==> config.mk <==
export PLATFORM = sky130hd
export DESIGN_NAME = modulo_counter_flat
export DESIGN_NICKNAME = d
export VERILOG_FILES = /design/src/rtl/modulo_counter_if.sv /design/src/rtl/modulo_counter.sv /design/src/flat_wrapper.sv
export SDC_FILE = /design/constraint.sdc
export NUM_CORES = 1
export LEC_CHECK = 0
export CORE_AREA = 2 2 39 41
export CTS_CLUSTER_DIAMETER = 200
export DETAILED_ROUTE_END_ITERATION = 8
export DIE_AREA = 0 0 41 43
export GPL_ROUTABILITY_DRIVEN = 1
export GPL_TIMING_DRIVEN = 0
export PLACE_DENSITY_LB_ADDON = 0.3
export SETUP_SLACK_MARGIN = 0.1
export SLEW_MARGIN = 20
export SYNTH_ARGS = -nofsm -noshare
export SYNTH_HDL_FRONTEND = slang
export SYNTH_SLANG_ARGS = --single-unit
==> constraint.sdc <==
create_clock -name clk -period 2.6 [get_ports clk]
set_input_delay 0.26 -clock clk [delete_from_list [all_inputs] [get_ports clk]]
set_output_delay 0.26 -clock clk [all_outputs]
set_load 0.02 [all_outputs]
==> src/rtl/modulo_counter_if.sv <==
// -----------------------------------------------------------------------------
// modulo_counter_if
// Groups the counter's enable input and its count/carry outputs so a
// controller can connect to the counter through a single port.
//
// Signals:
//   cnt_en : count enable, driven by the controller (master)
//   out    : current count [WIDTH-1:0], driven by the counter (slave)
//   cout   : terminal-count carry, driven by the counter (slave)
//
// Handshake: none. cnt_en is a level, sampled on every rising clk edge; it may
// change every cycle. out and cout are always valid; there is no ready.
// -----------------------------------------------------------------------------
interface modulo_counter_if #(
  parameter int WIDTH = 8
);
  logic             cnt_en;
  logic [WIDTH-1:0] out;
  logic             cout;

  modport master (
    output cnt_en,
    input  out,
    input  cout
  );

  modport slave (
    input  cnt_en,
    output out,
    output cout
  );
endinterface

==> src/rtl/modulo_counter.sv <==
// -----------------------------------------------------------------------------
// modulo_counter
// Up-counter that advances once per enabled clock edge through 0..MODULO-1 and
// wraps to 0. cout flags the enabled cycle whose closing edge performs the
// wrap, so a downstream counter can advance once per full period.
//
// Parameters:
//   WIDTH  : count width in bits (must match the interface WIDTH)
//   MODULO : number of states, 2 <= MODULO <= 2**WIDTH
//
// Ports:
//   clk    : clock, rising edge
//   rst    : asynchronous active-low reset, clears the count immediately
//   bus    : slave side of modulo_counter_if (cnt_en in; out, cout out)
// -----------------------------------------------------------------------------
module modulo_counter #(
  parameter int WIDTH  = 8,
  parameter int MODULO = 150
) (
  input  logic              clk,
  input  logic              rst,
  modulo_counter_if.slave   bus
);

  localparam logic [WIDTH-1:0] LAST = WIDTH'(MODULO - 1);

  logic [WIDTH-1:0] r_count;
  logic             w_at_last;

  assign w_at_last = (r_count == LAST);

  // ">=" rather than "==" so a corrupted value above LAST also returns to 0
  // on the next enabled edge instead of running on to the natural rollover.
  always_ff @(posedge clk or negedge rst) begin
    if (!rst) begin
      r_count <= '0;
    end else if (bus.cnt_en) begin
      if (r_count >= LAST) begin
        r_count <= '0;
      end else begin
        r_count <= r_count + WIDTH'(1);
      end
    end
  end

  assign bus.out  = r_count;
  // Equality keeps cout low while the count is out of range.
  assign bus.cout = w_at_last & bus.cnt_en;

endmodule

==> src/flat_wrapper.sv <==
// flat-port wrapper written by rule: the top's interface ports become plain ports
module modulo_counter_flat 
#(
  parameter int WIDTH  = 8,
  parameter int MODULO = 150
)
  (clk, rst, bus_cnt_en, bus_out, bus_cout);
  modulo_counter_if #(.WIDTH(WIDTH)) bus_i ();
  input  logic clk;
  input  logic rst;
  input wire logic [$bits(bus_i.cnt_en)-1:0] bus_cnt_en;
  output wire logic [$bits(bus_i.out)-1:0] bus_out;
  output wire logic [$bits(bus_i.cout)-1:0] bus_cout;
  assign bus_i.cnt_en = bus_cnt_en;
  assign bus_out = bus_i.out;
  assign bus_cout = bus_i.cout;
  modulo_counter #(.WIDTH(WIDTH), .MODULO(MODULO)) u_core (.clk(clk), .rst(rst), .bus(bus_i));
endmodule
==> impl_summary.txt <==
----------------------------------------------------
[Flow run]
  Total of max-cap violations ... 0

[STA]
  Count of final hold-check violations ... 0
  Unrepaired setup endpoints after global routing ... no
  Final setup violation count ... 0
  Smallest setup slack after layout ... 0.383 ns
  Minimum clock period after layout ... 2.22 ns
  Max Freq ... 451 MHz
  Transition time at the pin with the least slew margin ... 0.369 ns
  Setup TNS ... 0 ns
  Post-route clock period utilization ... 85.3%
  Clock skew ... 0.00503 ns
  Headroom to the max-slew limit ... 75.3%
  Max-slew violation total from the final report ... 0

[Synth]
  Number of distinct standard cells referenced by the synthesized netlist ... 24
  Post-synth net total ... 57
  Warnings from Yosys ... 0
  Synth Register Bits ... 8
  Mapped Cells ... 51
  Mean area per synthesized cell ... 9.96 µm²
  Post-synthesis sequential area ratio ... 39.4%
  Post-synthesis instance area ... 508 µm²

[Setup path]
  Startpoint of the most critical register-to-register path ... u_core.bus.out[0]
  R2r worst-path depth ... 6
  Data required time at the worst endpoint ... 2.34 ns
  Kind of critical path ... reg -> out
  Crit path DAT ... 1.96 ns
  Worst R2R Setup Slack ... 1.15 ns
  Sort of element at the end of the critical path ... primary output
  Crit path max fanout ... 5
  Worst reg2reg path endpoint ... u_core.bus.out[1]
  Crit start category ... flop

[Global route]
  Initial antenna violation count ... 0
  First-pass GRT wire length ... 1670 µm
  Vias in the first global route ... 404
  Total Routing Usage GR ... 14.3%
  Maximum number of pins on one net before global-route repair ... 11
  GRT Residual Overflow ... 0

[Min path]
  Worst hold path class ... in -> async

[Placed design]
  Final GP Congestion ... 0.716
  Placement Setup Slack ... 0.631 ns
  Port buffer count ... 11
  DPL Wire Length ... 721 µm

[Pwr]
  Max rail drop VDD ... 0.428 mV
  Static leakage power ... 0.310 nW
  Pwr dens ... 988 mW/mm²

[Final layout]
  Number of flip-flops under the largest register name ... 8
  Commonest cells after routing, fill and taps aside ... sky130_fd_sc_hd__clkdlybuf4s50_1, sky130_fd_sc_hd__dfrtp_1, sky130_fd_sc_hd__nand2_1, sky130_fd_sc_hd__inv_1
  Leading cell type in the layout, fill and taps excluded ... sky130_fd_sc_hd__clkdlybuf4s50_1
  Proportion of layout cells with a drive suffix above 1 ... 20.0%
  Net count of the finished layout ... 73
  Antenna Diode Count ... 0
  Area growth from synthesis to layout ... 30.0%

[Clocking]
  Setup Fix Bufs, Post-CTS ... 0
  Number of hold-repair buffers added at the cts stage ... 0
  Clock tree from TritonCTS ... built
  Clock slew at reported path FFs ... 0.06 ns
  Clk buf depth ... 2
  CTS sink count ... 8
  Cts bufs inserted ... 3
  Latest clock arrival within the worst-skew pair ... 0.25 ns
  Count of H-tree levels built during CTS ... 1
  CTS root buf ... sky130_fd_sc_hd__clkbuf_4
  Number of cells upsized or downsized after cts ... 0

[Route]
  Routed vias/inst ... 5.21
  1st-iter DRT viols ... 9
  # DRC ... 0
  Antenna Violating Nets Remaining ... 0
  Drt total wl ... 951 µm
  Routed WL per cell ... 11.7 µm
  TritonRoute pass-1 iters ... 2
  Via total after detailed routing ... 422

[Floorplanning]
  Chip Width ... 41 µm
  FP Rows ... 14
  Starting density of the core ... 36.7%
  Number of I/O pins ... 12
  Area inside the core boundary ... 0.00138 mm²
  Die Footprint ... 0.00176 mm²
  Overall die height ... 43 µm

[Outcome]
  Result of the run ... complete, no violations

----------------------------------------------------
-- cells by family (layout without fill, tap and decap cells) --
family / after synthesis / in the layout / synth area share (%)
buffers and inverters: 6 / 20 / 6.16
flip-flops: 8 / 8 / 39.4
AND/OR/NAND/NOR: 22 / 22 / 24.6
AO/OA/AOI/OAI: 9 / 9 / 17.2
adder cells (fa/ha/maj): 3 / 3 / 7.39
XOR/XNOR: 3 / 3 / 5.17
-- power breakdown --
group          switching (mW)  leakage [nW]  internal [mW]
clock network          0.0429        0.0138         0.0529
registers              0.0613        0.0949          0.168
logic                   0.167         0.201          0.161
total                   0.271         0.310          0.382
-- cell type report --
cell class / instances / area (µm²)
buffer: 2 / 16.3
multi-input combinational: 37 / 277
clock buffer: 3 / 22.5
fill: 138 / 723
tap: 16 / 20.0
inverter: 4 / 15.0
sequential: 8 / 200
timing repair buffer: 11 / 110
-- worst max-delay path: stages (launching register included) --
cell and delay, ns:
sky130_fd_sc_hd__dfrtp_1 0.42, sky130_fd_sc_hd__inv_1 0.13, sky130_fd_sc_hd__ha_1 0.18, sky130_fd_sc_hd__nor4b_1 0.20, sky130_fd_sc_hd__and3_1 0.19, sky130_fd_sc_hd__clkdlybuf4s50_1 0.59
-- cells in the mapped netlist (all sizes together) --
master | instances | share of area, %
and2 | 1 | 1.7
nor4b | 1 | 1.7
buf | 2 | 3.2
nand2 | 5 | 3.7
ha | 3 | 7.4
o21a | 1 | 1.5
nor3b | 1 | 1.5
inv | 4 | 3.0
a21oi | 1 | 0.98
dfrtp | 8 | 39
nand2b | 1 | 1.2
nor3 | 1 | 0.98
a21o | 1 | 1.5
xor2 | 3 | 5.2
o21ai | 2 | 3.4
a211oi | 1 | 2.5
o22ai | 3 | 7.4
nand4 | 3 | 3.7
nor2b | 1 | 1.2
and3 | 3 | 4.7
nand3 | 2 | 2.0
nor2 | 3 | 2.2
-- worst max path at each step --
stage	from	to	slack, ns	cells after the start
4_1_cts	u_core.bus.out[1]	bus_cout	0.36	5
2_1_floorplan	u_core.bus.out[1]	bus_cout	1.11	4
6_report	u_core.bus.out[1]	bus_cout	0.38	5
5_1_grt	u_core.bus.out[1]	bus_cout	0.23	5
3_3_place_gp	bus_cnt_en	bus_cout	0.63	4
3_5_place_dp	bus_cnt_en	bus_cout	0.63	4
-- stage by stage --
step | power [mW] | cells | util, % | hold WS [ns] | cell area (µm²)
after floorplan | 0.439 | 51 | - | -0.0356 | 508
after global placement | 0.557 | 78 | 46.1 | 0.559 | 638
after detailed placement | 0.564 | 78 | 46.1 | 0.563 | 638
after CTS | 0.660 | 81 | 47.7 | 0.305 | 661
after global routing | 0.711 | 81 | 47.7 | 0.318 | 661
final | 0.653 | 81 | 47.7 | 0.284 | 661
-- per-layer routing --
| metal | GRT usage [%] | vias up | part of all wire, % |
|---|---|---|---|
| met2 | 19.4 | 9 | 47 |
| met4 | 10.0 | 0 | 1.7 |
| met1 | 19.1 | 201 | 46 |
| met3 | 3.14 | 4 | 4.8 |
| met5 | 0 | - | 0 |
| li1 | - | 208 | - |
(Power assumes the default switching activity.)
